===== config.mk =====
export PLATFORM = sky130hd
export DESIGN_NAME = fetch_stage_flat
export DESIGN_NICKNAME = d
export VERILOG_FILES = /design/src/rtl/fetch_if.sv /design/src/rtl/fetch_stage.sv /design/src/flat_wrapper.sv
export SDC_FILE = /design/constraint.sdc
export NUM_CORES = 1
export LEC_CHECK = 0
export ABC_AREA = 1
export CAP_MARGIN = 30
export CORE_MARGIN = 3
export CORE_UTILIZATION = 39
export CTS_CLUSTER_SIZE = 8
export DETAILED_ROUTE_END_ITERATION = 10
export HOLD_SLACK_MARGIN = 0.06
export PLACE_DENSITY = 0.77
export SYNTH_ARGS = -nofsm -noshare
export SYNTH_HDL_FRONTEND = slang
export SYNTH_SLANG_ARGS = --single-unit
export TNS_END_PERCENT = 10

===== constraint.sdc =====
create_clock -name clk -period 1.55 [get_ports clk]
set_clock_uncertainty 0.2 [all_clocks]
set_input_delay 0.3875 -clock clk [delete_from_list [all_inputs] [get_ports clk]]
set_output_delay 0.3875 -clock clk [all_outputs]
set_load 0.01 [all_outputs]

===== src/rtl/fetch_if.sv =====
// fetch_if: fetch-stage control, imem and IF/ID signals; counters exist only with PERF_CNT_EN
interface fetch_if;
  logic        StallF;
  logic        StallD;
  logic        FlushD;
  logic [1:0]  PCSrcE;
  logic [31:0] PCTargetE;
  logic [31:0] ALUResultE;
  logic [31:0] InstrF;
  logic [31:0] PCF;
  logic [31:0] InstrD;
  logic [31:0] PCD;
  logic [31:0] PCPlus4D;
  logic        ValidD;
  logic [4:0]  Rs1D;
  logic [4:0]  Rs2D;
  logic [4:0]  RdD;
`ifdef PERF_CNT_EN
  logic [31:0] StallCnt;
  logic [31:0] FlushCnt;
  logic [31:0] RetireCnt;
`endif
  modport master (
`ifdef PERF_CNT_EN
    input  StallCnt, FlushCnt, RetireCnt,
`endif
    output StallF, StallD, FlushD, PCSrcE, PCTargetE, ALUResultE, InstrF,
    input  PCF, InstrD, PCD, PCPlus4D, ValidD, Rs1D, Rs2D, RdD
  );
  modport slave (
`ifdef PERF_CNT_EN
    output StallCnt, FlushCnt, RetireCnt,
`endif
    input  StallF, StallD, FlushD, PCSrcE, PCTargetE, ALUResultE, InstrF,
    output PCF, InstrD, PCD, PCPlus4D, ValidD, Rs1D, Rs2D, RdD
  );
endinterface


===== src/rtl/fetch_stage.sv =====
// fetch_stage: PC register, next-PC select and IF/ID register; PERF_CNT_EN adds stall/flush/retire counters
module fetch_stage (
  input logic   clk,
  input logic   rst,
  fetch_if.slave f
);
  localparam logic [31:0] NOP = 32'h0000_0013;
  logic [31:0] pc_q, pc_d, pc_plus4;
  logic [31:0] instr_q, instr_d, pcd_q, pcd_d, pcp4_q, pcp4_d;
  logic        valid_q, valid_d;
  assign pc_plus4 = pc_q + 32'd4;
  always_comb begin
    pc_d    = f.PCSrcE == 2'b00 ? (f.StallF ? pc_q : pc_plus4) :
              f.PCSrcE == 2'b10 ? {f.ALUResultE[31:1], 1'b0} : f.PCTargetE;
    instr_d = f.FlushD ? NOP   : f.StallD ? instr_q : f.InstrF;
    pcd_d   = f.FlushD ? 32'd0 : f.StallD ? pcd_q   : pc_q;
    pcp4_d  = f.FlushD ? 32'd0 : f.StallD ? pcp4_q  : pc_plus4;
    valid_d = f.FlushD ? 1'b0  : f.StallD ? valid_q : 1'b1;
  end
  always_ff @(posedge clk) begin
    if (rst) begin
      pc_q    <= 32'd0;
      instr_q <= NOP;
      pcd_q   <= 32'd0;
      pcp4_q  <= 32'd0;
      valid_q <= 1'b0;
    end else begin
      pc_q    <= pc_d;
      instr_q <= instr_d;
      pcd_q   <= pcd_d;
      pcp4_q  <= pcp4_d;
      valid_q <= valid_d;
    end
  end
  assign f.PCF      = pc_q;
  assign f.InstrD   = instr_q;
  assign f.PCD      = pcd_q;
  assign f.PCPlus4D = pcp4_q;
  assign f.ValidD   = valid_q;
  assign f.Rs1D     = instr_q[19:15];
  assign f.Rs2D     = instr_q[24:20];
  assign f.RdD      = instr_q[11:7];
`ifdef PERF_CNT_EN
  logic [31:0] stall_cnt_q, stall_cnt_d, flush_cnt_q, flush_cnt_d, retire_cnt_q, retire_cnt_d;
  always_comb begin
    stall_cnt_d  = stall_cnt_q  + {31'd0, f.StallF && f.PCSrcE == 2'b00};
    flush_cnt_d  = flush_cnt_q  + {31'd0, f.FlushD};
    retire_cnt_d = retire_cnt_q + {31'd0, !f.FlushD && !f.StallD};
  end
  always_ff @(posedge clk) begin
    if (rst) begin
      stall_cnt_q  <= 32'd0;
      flush_cnt_q  <= 32'd0;
      retire_cnt_q <= 32'd0;
    end else begin
      stall_cnt_q  <= stall_cnt_d;
      flush_cnt_q  <= flush_cnt_d;
      retire_cnt_q <= retire_cnt_d;
    end
  end
  assign f.StallCnt  = stall_cnt_q;
  assign f.FlushCnt  = flush_cnt_q;
  assign f.RetireCnt = retire_cnt_q;
`endif
endmodule


===== src/flat_wrapper.sv =====
// flat-port wrapper written by rule: the top's interface ports become plain ports
module fetch_stage_flat 
  (clk, rst, f_StallF, f_StallD, f_FlushD, f_PCSrcE, f_PCTargetE, f_ALUResultE, f_InstrF, f_PCF, f_InstrD, f_PCD, f_PCPlus4D, f_ValidD, f_Rs1D, f_Rs2D, f_RdD);
  fetch_if f_i ();
  input logic clk;
  input logic rst;
  input wire logic [$bits(f_i.StallF)-1:0] f_StallF;
  input wire logic [$bits(f_i.StallD)-1:0] f_StallD;
  input wire logic [$bits(f_i.FlushD)-1:0] f_FlushD;
  input wire logic [$bits(f_i.PCSrcE)-1:0] f_PCSrcE;
  input wire logic [$bits(f_i.PCTargetE)-1:0] f_PCTargetE;
  input wire logic [$bits(f_i.ALUResultE)-1:0] f_ALUResultE;
  input wire logic [$bits(f_i.InstrF)-1:0] f_InstrF;
  output wire logic [$bits(f_i.PCF)-1:0] f_PCF;
  output wire logic [$bits(f_i.InstrD)-1:0] f_InstrD;
  output wire logic [$bits(f_i.PCD)-1:0] f_PCD;
  output wire logic [$bits(f_i.PCPlus4D)-1:0] f_PCPlus4D;
  output wire logic [$bits(f_i.ValidD)-1:0] f_ValidD;
  output wire logic [$bits(f_i.Rs1D)-1:0] f_Rs1D;
  output wire logic [$bits(f_i.Rs2D)-1:0] f_Rs2D;
  output wire logic [$bits(f_i.RdD)-1:0] f_RdD;
  assign f_i.StallF = f_StallF;
  assign f_i.StallD = f_StallD;
  assign f_i.FlushD = f_FlushD;
  assign f_i.PCSrcE = f_PCSrcE;
  assign f_i.PCTargetE = f_PCTargetE;
  assign f_i.ALUResultE = f_ALUResultE;
  assign f_i.InstrF = f_InstrF;
  assign f_PCF = f_i.PCF;
  assign f_InstrD = f_i.InstrD;
  assign f_PCD = f_i.PCD;
  assign f_PCPlus4D = f_i.PCPlus4D;
  assign f_ValidD = f_i.ValidD;
  assign f_Rs1D = f_i.Rs1D;
  assign f_Rs2D = f_i.Rs2D;
  assign f_RdD = f_i.RdD;
  fetch_stage u_core (.clk(clk), .rst(rst), .f(f_i));
endmodule

* Yosys cells after proc, flatten, opt, wreduce, memory -nomap -nowiden
Cells that the tools add are included.
** Storage, ports and cells
- Bits of input ports :: 103
- Logic and storage cells :: 13
- Register bits :: 129
- Output and inout bits :: 144
** Operators by class
- Multiplexer cells :: 3
- Equality and inequality tests :: 2
- Reduce and logical (&&, ||, !) cells :: 2
- Add/sub/neg operators :: 1
** Operators by type and width (count)
- 32-bit two-way mux :: 3
- 32-bit by 3-bit adder with 32-bit output (second input constant) :: 1
- 2-bit equality test (second input constant) :: 1
- 2-bit logical NOT :: 1
- 2-bit != test (second input constant) :: 1
- 2-bit OR reduction :: 1

* Longest topological paths before layout
- Depth after elaboration :: 3
- Gate-level depth with buffers :: 11
- Gate-level depth less buffers :: 11

* Worst setup path before layout
OpenSTA, ideal clock, no wires.
- Path kind :: register to register
- From :: register u_core.pc_q[3] (netlist: u_core.f.PCF[3])
- To :: register u_core.pcp4_q[20] (netlist: u_core.f.PCPlus4D[20])
- Path buffers :: 0
- Required time :: 1235 ps
- Clock period less this slack :: 1752 ps
- Arrival time :: 1436 ps
- Cell stages (with the launch flop) :: 11
- Setup slack :: -202 ps
- Library setup time :: 115 ps
- Path through :: dfxtp_1 -> ha_1 -> nand2_2 -> nor2_4 -> nand2_4 -> nor2_1 -> nand2_1 -> nand2_1 -> nand2_1 -> o21ai_0 -> inv_1
** On the way
- Longest elaborated chain between the ends :: 1
** Ends and longest elaborated chain
- from (decl) :: line fetch_stage.sv:8 : logic [31:0] pc_q, pc_d, pc_plus4;
- from (signal assigned) :: line fetch_stage.sv:28 : pc_q <= pc_d;
- 32-bit by 3-bit adder with 32-bit output :: line fetch_stage.sv:11 : assign pc_plus4 = pc_q + 32'd4;
- to (signal assigned) :: line fetch_stage.sv:31 : pcp4_q <= pcp4_d;
- to (decl) :: line fetch_stage.sv:9 : logic [31:0] instr_q, instr_d, pcd_q, pcd_d, pcp4_q, pcp4_d;
No other way between the ends.
A chain may end at the register's enable or synchronous reset.

* Worst setup path after layout
- From :: register u_core.pc_q[3] (netlist: u_core.f.PCF[3])
- To :: register u_core.pc_q[14] (netlist: u_core.f.PCF[14])
** On the way
- Longest elaborated chain between the ends :: 3
** Ends and longest elaborated chain
- 32-bit by 3-bit adder with 32-bit output :: line fetch_stage.sv:11
- 32-bit two-way mux (2 in series) :: line fetch_stage.sv:13 : pc_d = f.PCSrcE == 2'b00 ? (f.StallF ? pc_q : pc_plus4) :
No other way between the ends. The select of a mux whose other input is x is not followed.

==> summary.txt <==
Outcome
  – Failing checks: setup timing
  – Status: finished with violations

Hold path
  – Hold WC Path Type: input pin to register
  – Hold Startpoint: rst
  – Hold depth: 2
  – Hold endpoint: u_core.f.PCF[0]$_SDFFE_PP0P_

Floorplanning
  – DIE AREA: 16400 um2
  – Die W: 128 um
  – Initial Utilization: 39.9%
  – Chip height: 128 um
  – I/O pin count: 247
  – Core Box Area: 14600 um2
  – Core Rows: 44

Critical path
  – Worst Path Required: 1690 ps
  – RR Startpoint: u_core.f.PCF[3]$_SDFFE_PP0P_
  – Worst-path maximum fanout: 5
  – Crit-path cells: ha_4 > nand2_4 > nor2_4 > nand2_4 > nor2_4 > xor2_2 > nand2_1 > a21oi_2
  – Slowest cell on crit path: dfxtp_4
  – R2R cell count: 8
  – Critical Path Start Type: register
  – CP startpoint: u_core.f.PCF[3]$_SDFFE_PP0P_
  – Worst R2R End: u_core.f.PCF[14]$_SDFFE_PP0P_
  – CP Class: register to register
  – Critical Path Max Stage Delay: 380 ps
  – Reg2reg setup slack: -230 ps
  – Crit path capture type: register
  – Critical Path AT: 1920 ps

Global routing
  – First-pass GRT wire length: 33200 um
  – Total GRT Usage: 25.4%
  – Vias in the first global route: 6256
  – Largest net degree at the start of global routing: 61
  – Initial antenna violation count: 0
  – Global route overflow: 0

Flow run
  – Max Cap Viol: 0

Timing
  – Fin. max-slew vios: 0
  – Worst hold slack: 112 ps
  – Final hold vios: 0
  – Slew margin rel.: 71.6%
  – Achievable Freq: 0.562 GHz
  – Final setup violation count: 53
  – Final min period: 1780 ps
  – Final period util: 115%
  – Final WS setup: -230 ps
  – RSZ-0062 raised after global routing: true
  – Worst Max-Slew Pin Slew: 426 ps

Place
  – GP Congestion: 0.914
  – Buffers on Ports: 245
  – DP HPWL: 15200 um

Routing
  – Via count: 6555
  – WL per Instance: 16.9 um
  – First-pass iteration count of the detailed router: 5
  – Final ANT Viol Nets: 0
  – DR DRC count: 0
  – Drt initial violations: 492
  – Vias/cell: 5.09
  – Routed wire length: 21800 um

Yosys
  – Post-synthesis cell type count: 29
  – Post-Syn Area: 5820 um2
  – Syn Inst Count: 817
  – Syn_nets: 921
  – Register area share after synthesis: 43.7%
  – Post-Syn Area per Cell: 7.13 um2
  – YS warnings: 0
  – Yosys reg bits: 127

Final layout
  – Area Growth Syn to Fin: 58.1%
  – # nets final: 1196
  – Most frequent cells in the layout: 206 x nand2_1, 133 x buf_2, 98 x clkdlybuf4s50_1
  – Layout cells sized above 1: 35.0%
  – # diodes: 0
  – Final core utilization: 63.1%
  – Most common cell after layout, fill and taps aside: nand2_1

Clock tree
  – Total CTS buffers: 17
  – Clock sinks: 127
  – Clock H-tree levels: 4
  – CTS Root Cell: clkbuf_16
  – Clk_lat worst skew: 420 ps
  – Hold_buf cts: 0
  – Clk buf depth: 2
  – CTS tree: yes
  – Reg clk slew, reported paths: 50 ps

Power and ir drop
  – Peak VDD IR: 0.840 mV
  – Total power: 8.98 mW
  – P per Cell Area: 976 nW/um2
  – Leak: 4.32 nW
## what timing repair did
item / 4_1_cts / 5_1_grt
setup buffers: 2 / 5
endpoints found under the hold margin: 0 / 0
pin swaps: 11 / 19
endpoints found under the setup margin: 196 / 95
gates resized for setup: 678 / 68
## metrics by stage
| step | worst slack, ps | instance area [um2] | instances | setup TNS [ps] |
|---|---|---|---|---|
| floorplan | -62.3 | 5840 | 817 | -555 |
| global placement | -510 | 8820 | 1250 | -46010 |
| detailed placement | -578 | 8820 | 1250 | -48120 |
| CTS | -155 | 8930 | 1284 | -4070 |
| global route | -308 | 9210 | 1289 | -9460 |
| finish | -230 | 9210 | 1289 | -5040 |
## sequential cells by signal, summed over array words and instances (netlist names)
name / cells
u_core.f.InstrD: 32
u_core.f.PCD: 30
u_core.f.PCF: 32
u_core.f.PCPlus4D: 32
u_core.f.ValidD: 1
## cells in the mapped netlist, drive strengths merged
| master | number | area, um2 |
|---|---|---|
| a21oi | 91 | 455 |
| nand2 | 227 | 882 |
| a21o | 3 | 22.5 |
| nand3 | 22 | 110 |
| ha | 1 | 12.5 |
| dfxtp | 127 | 2540 |
| buf | 29 | 191 |
| a221oi | 21 | 184 |
| clkinv | 1 | 3.75 |
| xor2 | 10 | 103 |
| or2 | 1 | 6.26 |
| and2 | 2 | 12.5 |
| o211ai | 2 | 15.0 |
| a31oi | 9 | 56.3 |
| inv | 59 | 221 |
| nor2 | 96 | 450 |
| clkbuf | 37 | 139 |
| xnor2 | 5 | 43.8 |
| o21ai | 74 | 370 |
## critical path: cells and delay by family (launching register included)
kind            cells  cell delay [ps]
compound gates      1              150
xor+xnor            1              190
fa+ha+maj           1              150
flops               1              380
simple gates        5              650
## cell type report
type | instances | area [um2]
Tap cell | 184 | 230
Fill cell | 1326 | 5380
Sequential cell | 127 | 2650
Clock inverter | 6 | 80.1
Inverter | 60 | 231
Timing Repair Buffer | 322 | 2510
Multi-Input combinational cell | 564 | 3010
Clock buffer | 26 | 499
## cell families after synthesis
family,Yosys count,share of synthesized area [%]
AOI/OAI and AO/OA,200,19.0
adders and majority gates,1,0.215
buffers and inverters,126,9.54
and+or+nand+nor,348,25.1
xor gates and xnor gates,15,2.51
DFF,127,43.7
## per-layer routing
metal	global-route usage (%)	up-vias	wire length [um]
met5	0	-	0
met1	33.5	3062	9300
met4	8.05	0	482
met3	7.17	40	1620
li1	-	3189	-
met2	40.3	264	10400
## worst max-delay path by stage
stage	to	slack, ps
2_1_floorplan	u_core.f.PCPlus4D[30]$_SDFFE_PP0N_	-60
3_3_place_gp	u_core.f.PCF[20]$_SDFFE_PP0P_	-510
3_5_place_dp	u_core.f.PCF[14]$_SDFFE_PP0P_	-580
4_1_cts	u_core.f.PCPlus4D[26]$_SDFFE_PP0N_	-150
5_1_grt	u_core.f.PCF[14]$_SDFFE_PP0P_	-310
6_report	u_core.f.PCF[14]$_SDFFE_PP0P_	-230
## power by group
part | switching, mW | total [mW] | internal (mW)
clock network | 1.43 | 3.96 | 2.53
registers | 0.134 | 3.56 | 3.42
logic | 0.734 | 1.46 | 0.726
(Power assumes the default switching activity.)
